$ cat src/rtl/vfifo_wr_arb.sv
// vfifo_wr_arb: round-robin arbiter sharing one vector FIFO write port among
// NREQ producers. A grant lasts until the producer's last beat, MAX_BURST
// accepted beats, or the producer dropping valid.
module vfifo_wr_arb #(
  parameter int unsigned NREQ      = 4,
  parameter int unsigned WIDTH     = 248,
  parameter int unsigned MAX_BURST = 8
) (
  input  logic                             clk,
  input  logic                             rstn,
  input  logic [NREQ-1:0]                  req_valid,
  input  logic [NREQ-1:0]                  req_last,
  input  logic [NREQ*WIDTH-1:0]            req_data,
  output logic [NREQ-1:0]                  req_ready,
  input  logic                             fifo_full,
  output logic                             fifo_write,
  output logic [WIDTH-1:0]                 fifo_data,
  output logic [NREQ-1:0]                  o_grant,
  output logic                             o_busy,
  output logic [$clog2(MAX_BURST+1)-1:0]   o_beat_cnt
);

  localparam int unsigned IDX_W = (NREQ > 1) ? $clog2(NREQ) : 1;
  localparam int unsigned CNT_W = $clog2(MAX_BURST + 1);

  typedef enum logic {
    IDLE  = 1'b0,
    BURST = 1'b1
  } state_t;

  state_t             state_q, state_d;
  logic [NREQ-1:0]    grant_q, grant_d;
  logic               busy_q, busy_d;
  logic [CNT_W-1:0]   cnt_q, cnt_d;
  logic [IDX_W-1:0]   last_winner_q, last_winner_d;

  logic [WIDTH-1:0]   data_arr [NREQ];
  logic [IDX_W-1:0]   gidx;
  logic [IDX_W-1:0]   win_idx;
  logic [IDX_W-1:0]   cand;
  logic               win_found;
  logic               accept_c;
  logic               burst_end_c;
  logic [CNT_W-1:0]   cnt_inc;

  // Split the flat producer data bus into per-producer words
  for (genvar k = 0; k < NREQ; k++) begin : g_unpack
    assign data_arr[k] = req_data[k*WIDTH +: WIDTH];
  end

  // Encode the one-hot registered grant into an index
  always_comb begin
    gidx = '0;
    for (int k = 0; k < NREQ; k++) begin
      if (grant_q[k]) gidx = IDX_W'(k);
    end
  end

  // Round-robin search: first valid requester after last_winner, wrapping
  always_comb begin
    win_found = 1'b0;
    win_idx   = last_winner_q;
    cand      = '0;
    for (int i = 1; i <= NREQ; i++) begin
      cand = IDX_W'((32'(last_winner_q) + 32'(i)) % 32'(NREQ));
      if (!win_found && req_valid[cand]) begin
        win_found = 1'b1;
        win_idx   = cand;
      end
    end
  end

  // Write-port handshake; only the granted producer can see ready
  always_comb begin
    req_ready  = grant_q & {NREQ{~fifo_full}};
    accept_c   = busy_q & req_valid[gidx] & ~fifo_full;
    fifo_write = accept_c;
    fifo_data  = busy_q ? data_arr[gidx] : '0;
  end

  // Burst end: last beat, beat budget exhausted, or producer released grant
  always_comb begin
    cnt_inc     = cnt_q + CNT_W'(1);
    burst_end_c = 1'b0;
    if (accept_c && req_last[gidx])                  burst_end_c = 1'b1;
    else if (accept_c && cnt_inc == CNT_W'(MAX_BURST)) burst_end_c = 1'b1;
    else if (!req_valid[gidx])                       burst_end_c = 1'b1;
  end

  // Next-state and registered-output logic
  always_comb begin
    state_d       = state_q;
    grant_d       = grant_q;
    busy_d        = busy_q;
    cnt_d         = cnt_q;
    last_winner_d = last_winner_q;
    unique case (state_q)
      IDLE: begin
        if (win_found) begin
          state_d = BURST;
          grant_d = NREQ'(1) << win_idx;
          busy_d  = 1'b1;
          cnt_d   = '0;
        end
      end
      BURST: begin
        if (burst_end_c) begin
          state_d       = IDLE;
          grant_d       = '0;
          busy_d        = 1'b0;
          cnt_d         = '0;
          last_winner_d = gidx;
        end else if (accept_c) begin
          cnt_d = cnt_inc;
        end
      end
      default: begin
        state_d = IDLE;
        grant_d = '0;
        busy_d  = 1'b0;
        cnt_d   = '0;
      end
    endcase
  end

  // State register; requester 0 gets top priority after reset
  always_ff @(posedge clk or negedge rstn) begin
    if (!rstn) begin
      state_q       <= IDLE;
      grant_q       <= '0;
      busy_q        <= 1'b0;
      cnt_q         <= '0;
      last_winner_q <= IDX_W'(NREQ - 1);
    end else begin
      state_q       <= state_d;
      grant_q       <= grant_d;
      busy_q        <= busy_d;
      cnt_q         <= cnt_d;
      last_winner_q <= last_winner_d;
    end
  end

  assign o_grant    = grant_q;
  assign o_busy     = busy_q;
  assign o_beat_cnt = cnt_q;

endmodule
$ cat config.mk
export PLATFORM = sky130hd
export DESIGN_NAME = vfifo_wr_arb
export DESIGN_NICKNAME = d
export VERILOG_FILES = /design/src/rtl/vfifo_wr_arb.sv
export SDC_FILE = /design/constraint.sdc
export NUM_CORES = 1
export LEC_CHECK = 0
export ABC_AREA = 1
export CELL_PAD_IN_SITES_DETAIL_PLACEMENT = 1
export CELL_PAD_IN_SITES_GLOBAL_PLACEMENT = 2
export CORE_AREA = 2 2 494 496
export CTS_CLUSTER_DIAMETER = 100
export DETAILED_ROUTE_END_ITERATION = 16
export DIE_AREA = 0 0 496 498
export PLACE_DENSITY = 0.53
export SLEW_MARGIN = 20
export SYNTH_ARGS = -nofsm -noshare
export SYNTH_HDL_FRONTEND = slang
export SYNTH_SLANG_ARGS = --single-unit
$ cat constraint.sdc
create_clock -name clk -period 2.12 [get_ports clk]
set_input_delay 0.424 -clock clk [delete_from_list [all_inputs] [get_ports clk]]
set_output_delay 0.424 -clock clk [all_outputs]
set_load 0.1 [all_outputs]
==> summary.md, run 1 <==
| Metric | Value |
|---|---|
| Worst flop-to-flop path startpoint | o_grant[1] |
| Worst Setup End Kind | primary output |
| Critical path class | reg2out |
| Root Buffer | clkbuf_16 |
| Min cycle time layout | 2.71 ns |
| Reg2Reg Depth | 14 |
| Worst slew pin tran | 0.711 ns |
| Worst R2R End | o_grant[1] |
| DR pass1 iterations | 5 |
| Mapped Nets | 3111 |
| Avg Inst Size Synth | 4.44 µm² |
| DR WL/cell | 29.0 µm |
| Violated checks | setup timing |
| Fmax achieved | 0.369 GHz |
| Largest net degree at the start of global routing | 41 |
| Tot GR Track Use | 15.0% |
| Tcrit/Tclk final | 128% |
| RSZ-0062 raised after global routing | true |
| Clk_lat worst skew | 0.25 ns |
| Worst setup path end | fifo_data[77] |
| Die footprint | 247000 µm² |
| Initial DRC count | 976 |
| Clock Tree Buf Depth | 2 |
| Most common cell after layout, fill and taps aside | clkdlybuf4s50_1 |
| GP Congestion | 0.919 |
| Drt drc | 0 |
| Total power | 66.7 mW |
| R2R setup slack | -0.13 ns |
| HPWL Detailed | 175000 µm |
| Final worst slack | -0.588 ns |
| CP Data Required Time | 1.70 ns |
| Yosys Warn Count | 0 |
| WHS Path Cells | 2 |
| Port buffer count | 1264 |
| Initial core utilization | 3.86% |
| Vias per cell | 3.16 |
| Io pins | 1265 |
| Number of setup violations in the final report | 261 |
| Clock Sinks | 12 |
| Setup crit start | o_grant[3] |
| NumNets Final | 4572 |
| Post-cts hold buffer count | 0 |
| Worst-path clk slew | 0.05 ns |
| Core area | 242000 µm² |
| Power per standard cell area | 1820 nW/µm² |
| Pre-CTS WS | -0.778 ns |
| Startpoint Class | register |
| Vias | 21500 |
| Commonest cells after routing, fill and taps aside | clkdlybuf4s50_1 (1002), nor2_1 (934), buf_12 (323), buf_4 (252), a21oi_4 (240) |
| Max Slew Vio Count | 0 |
| Die Ht | 498 µm |
| Gate Count Post-Synth | 2106 |
| Outcome | complete, but fails checks |
| Worst-path fanout max | 29 |
| Leak | 12.6 nW |
| Antenna Violating Nets Remaining | 0 |
| Area grow syn2layout | 292% |
| Sequential fraction of the synthesis area | 3.24% |
| Htree depth | 1 |
| Grt ovf | 0 |
| Drt total wl | 198000 µm |
| CTS tree | yes |
| Max_slew headroom | 52.5% |
| Flop and latch count out of synthesis | 12 |
| # rows | 181 |
| VDD IR max | 1050 µV |
| Crit path DAT | 2.28 ns |
| First-pass GRT wire length | 243000 µm |
| Vias in the first global route | 22700 |
| MaxCap Viol Count | 0 |
| Fraction of layout cells with a size suffix above 1 | 33.3% |
| Initial antenna violation count | 155 |
| Final hold viol count | 0 |
| Cell Area, Synth | 9350 µm² |
| Cts bufs inserted | 3 |
| Chip Width | 496 µm |
| Skew final | 0.00418 ns |
| Yosys cell types | 26 |
| Hold Crit Class | reg2reg |
## cell usage after synthesis, drive strengths merged
cell / count / share of area (%)
clkbuf: 119 / 4.8
nand4: 3 / 0.20
buf: 73 / 3.8
nor2: 1005 / 41
a21oi: 251 / 14
nand3: 20 / 1.1
nand2: 91 / 4.2
nand3b: 1 / 0.080
ha: 2 / 0.27
dfrtp: 10 / 2.7
inv: 22 / 0.88
a22oi: 1 / 0.080
o21ai: 506 / 27
dfstp: 2 / 0.56
## area by class of cell
class,instances,area (µm²)
clock buffers,4,88.8
repair buffers,1648,19800
diodes,43,108
inverters,22,148
flip-flops and latches,12,318
fillers,28800,205000
well taps,3202,4010
multi-input cells,1880,12200
## worst min path at each step
stage / to / from / slack [ns]
final: last_winner_q[1] / last_winner_q[1] / 0.54
after global routing: last_winner_q[1] / last_winner_q[1] / 0.57
after CTS: last_winner_q[1] / last_winner_q[1] / 0.54
after detailed placement: last_winner_q[1] / last_winner_q[1] / 0.54
after global placement: last_winner_q[1] / last_winner_q[1] / 0.52
after floorplan: o_beat_cnt[0] / rstn / 0.13
## worst max-delay path: stages, from the launching register on
cell and delay (ns):
dfrtp_4 0.53, nor2_4 0.16, buf_12 0.16, inv_16 0.09, clkbuf_16 0.23, buf_4 0.15, nor2_1 0.12, o21ai_1 0.12
a21oi_4 0.19, buf_12 0.20
## cell families after synthesis
| family | count (synthesis) | share of synthesized area [%] |
|---|---|---|
| adder cells (fa/ha/maj) | 2 | 0.268 |
| buffers and inverters | 214 | 9.52 |
| AO/OA/AOI/OAI | 758 | 40.7 |
| AND/OR/NAND/NOR | 1120 | 46.2 |
| flip-flops | 12 | 3.24 |
## through the flow
stage	util (%)	area (µm²)	instances	TNS, ns	hold slack, ns
floorplan	-	12800	2106	-83.04	0.128
global placement	14.1	34200	6718	-85.24	0.522
detailed placement	14.1	34200	6718	-85.71	0.536
CTS	14.5	35200	6739	-138.28	0.545
global route	15.1	36600	6775	-148.17	0.569
finish	15.2	36700	6811	-122.56	0.542
## report_power, final
part / internal (mW) / switching [mW] / total, mW
combinational: 23.3 / 42.5 / 65.8
clock: 0.287 / 0.121 / 0.408
sequential: 0.334 / 0.145 / 0.479
## per-layer routing
layer,routed length (µm),vias to the layer above,global-route usage (%)
met4,2690,82,1.65
met2,94900,1000,26.0
met3,19200,213,5.60
met5,532,-,0
li1,-,9946,-
met1,80400,10300,17.9
## state kept, by name, indices dropped and copies added (netlist names)
register and count:
state_q 1, o_grant 4, o_busy 1, last_winner_q 2, o_beat_cnt 4
## timing repair
action,in CTS,in global routing
resized for setup,232,274
endpoints found under the setup margin,261,262
gates cloned,6,14
pin swaps,20,23
buffers inserted,12,18
(Power assumes the default switching activity.)
==> inputs of run 2 (changes only) <==
--- a/config.mk
+++ b/config.mk
@@ -9,6 +9,7 @@
 export CELL_PAD_IN_SITES_DETAIL_PLACEMENT = 1
 export CELL_PAD_IN_SITES_GLOBAL_PLACEMENT = 2
 export CORE_AREA = 2 2 494 496
+export CTS_BUF_LIST = sky130_fd_sc_hd__clkbuf_16
 export CTS_CLUSTER_DIAMETER = 100
 export DETAILED_ROUTE_END_ITERATION = 16
 export DIE_AREA = 0 0 496 498
==> run 2 against run 1 <==
Against the previous run:
- the run still ends with setup timing left
- highest routed layer unchanged
- global-route usage grew 0.12 points
- sequential share of layout area is essentially flat
- total power grew 3.2%
- critical endpoint is now fifo_data[200]
- sequential cell count is the same
- critical path depth grew 1
- design area grew 2.7%
- clock-buffer cell count shrank 1
- routed wire length grew 1.2%
==> summary.md, run 2 (synthesis results as in run 1) <==
| Metric | Value |
|---|---|
| Largest net degree at the start of global routing | 41 (unchanged) |
| Initial antenna violation count | 168 (+8.4%) |
| CP Data Required Time | 1.70 ns (about the same) |
| Tot GR Track Use | 15.1% (+0.12 points) |
| Total power | 68.9 mW (+3.2%) |
| Core area | 242000 µm² (unchanged) |
| Vias per cell | 3.18 (+0.78%) |
| Min cycle time layout | 2.76 ns (+0.0493 ns) |
| Chip Width | 496 µm (unchanged) |
| MaxCap Viol Count | 0 (unchanged) |
| R2R setup slack | -0.20 ns (-0.07 ns) |
| Critical path class | reg2out |
| Final worst slack | -0.637 ns (-0.0493 ns) |
| Reg2Reg Depth | 15 (+1) |
| WHS Endpoint | last_winner_q[1] |
| Io pins | 1265 (unchanged) |
| Initial DRC count | 1165 (+19%) |
| Die Ht | 498 µm (unchanged) |
| Violated checks | setup timing |
| Most common cell after layout, fill and taps aside | clkdlybuf4s50_1 |
| Worst-path clk slew | 0.05 ns (about the same) |
| Clk_lat worst skew | 0.25 ns (about the same) |
| Root Buffer | clkbuf_16 |
| Hold_sp | last_winner_q[1] |
| Post-cts hold buffer count | 0 (unchanged) |
| Max Slew Vio Count | 0 (unchanged) |
| GP Congestion | 0.919 (unchanged) |
| Tcrit/Tclk final | 130% (+2.3 points) |
| Area grow syn2layout | 303% |
| Initial core utilization | 3.86% (unchanged) |
| Vias | 21700 (+1.1%) |
| Drt drc | 0 (unchanged) |
| HPWL Detailed | 175000 µm (unchanged) |
| Final hold viol count | 0 (unchanged) |
| Crit path DAT | 2.33 ns (+0.05 ns) |
| Htree depth | 1 (unchanged) |
| Startpoint Class | register |
| Clock Sinks | 12 (unchanged) |
| Die footprint | 247000 µm² (unchanged) |
| Leak | 12.9 nW (+2.6%) |
| Port buffer count | 1264 (unchanged) |
| Skew final | 0.00125 ns (-0.00292 ns) |
| RSZ-0062 raised after global routing | true |
| Max_slew headroom | 52.2% (-0.25 points) |
| Worst R2R End | o_grant[1] |
| Antenna Violating Nets Remaining | 0 (unchanged) |
| DR pass1 iterations | 5 (unchanged) |
| Cts bufs inserted | 3 (unchanged) |
| Hold Crit Class | reg2reg |
| CTS tree | yes |
| Fin cells | 6829 (+0.26%) |
| Worst flop-to-flop path startpoint | o_grant[2] |
| # rows | 181 (unchanged) |
| Vias in the first global route | 22800 (+0.12%) |
| First-pass GRT wire length | 244000 µm (+0.40%) |
| Clock Tree Buf Depth | 2 (unchanged) |
| Commonest cells after routing, fill and taps aside | clkdlybuf4s50_1 (1002), nor2_1 (915), buf_12 (330), a21oi_4 (241), buf_4 (235) |
| Dpl cells | 6718 (unchanged) |
| Worst Setup End Kind | primary output |
| Number of setup violations in the final report | 261 (unchanged) |
| VDD IR max | 1050 µV (-0.68%) |
| DR WL/cell | 29.3 µm (+0.96%) |
| Drt total wl | 200000 µm (+1.2%) |
| Worst slew pin tran | 0.714 ns (+0.00371 ns) |
| Power per standard cell area | 1830 nW/µm² (+0.54%) |
| Outcome | complete, but fails checks |
| WHS Path Cells | 2 (unchanged) |
| Grt ovf | 0 (unchanged) |
| Fmax achieved | 0.363 GHz (-1.8%) |
| Worst-path fanout max | 8 (-72%) |
| # fillers | 28700 (-0.35%) |
| Pre-CTS WS | -0.778 ns (unchanged) |
| Fraction of layout cells with a size suffix above 1 | 35.7% (+2.3 points) |
| NumNets Final | 4590 (+0.39%) |
run 2: per-stage QoR:
stage | hold WS (ns) | utilization [%] | TNS [ns] | area, µm²
floorplan | 0.128 | - | -83.04 | 12800
global placement | 0.522 | 14.1 | -85.24 | 34200
detailed placement | 0.536 | 14.1 | -85.71 | 34200
CTS | 0.545 | 14.7 | -141.75 | 35400
global route | 0.569 | 15.5 | -150.26 | 37500
finish | 0.540 | 15.6 | -127.13 | 37600
run 2: cell type report:
cell class	instances	area [µm²]	area share, %
Antenna cell	43	108	0.286
Tap cell	3202	4010	10.6
Clock inverter	1	3.75	0.00997
Clock buffer	3	75.1	0.199
Inverter	22	148	0.392
Sequential cell	12	318	0.844
Multi-Input combinational cell	1880	12700	33.7
Timing Repair Buffer	1665	20300	53.9
Timing Repair inverter	1	11.3	0.0299
run 2: worst max-delay path: stages, from the launching register on:
cell	delay [ns]
dfrtp_4	0.49
nor2_4	0.06
buf_12	0.15
buf_16	0.17
buf_8	0.16
buf_6	0.13
nor2_1	0.10
o21ai_2	0.06
buf_4	0.18
a21oi_4	0.32
buf_12	0.22
run 2: worst max path at each step:
stage,cells after the start,from,slack (ns),endpoint
after floorplan,7,o_grant[1],-1.12,fifo_data[239]
after global placement,7,o_grant[3],-0.78,fifo_data[176]
after detailed placement,7,o_grant[3],-0.78,fifo_data[176]
after CTS,8,o_grant[3],-0.66,fifo_data[45]
after global routing,10,o_grant[2],-0.68,fifo_data[121]
final,10,o_grant[3],-0.64,fifo_data[200]
run 2: timing repair:
action,4_1_cts,5_1_grt
resized for setup,265,401
setup endpoints to repair,261,263
pin swaps,18,37
gates cloned,11,23
setup buffers,17,15
run 2: routing by layer:
layer	track usage, %	vias up	part of all wire (%)	wire length (µm)
met5	0	-	0.36	730
met4	1.42	110	1.4	2710
met3	6.56	245	11	21500
met2	26.3	1033	48	96400
met1	17.6	10400	39	78800
li1	-	9976	-	-
run 2: power breakdown:
group          internal [mW]  switching [mW]
combinational           24.6            43.4
clock                  0.250           0.122
sequential             0.334           0.144
==> inputs of run 3 (changes only) <==
--- a/config.mk
+++ b/config.mk
@@ -13,6 +13,8 @@
 export CTS_CLUSTER_DIAMETER = 100
 export DETAILED_ROUTE_END_ITERATION = 16
 export DIE_AREA = 0 0 496 498
+export GPL_TIMING_DRIVEN = 1
+export HOLD_SLACK_MARGIN = 0.02
 export PLACE_DENSITY = 0.53
 export SLEW_MARGIN = 20
 export SYNTH_ARGS = -nofsm -noshare
==> results of run 3 <==
Same layout as run 2: the final DEF is identical, and so are final timing and power.
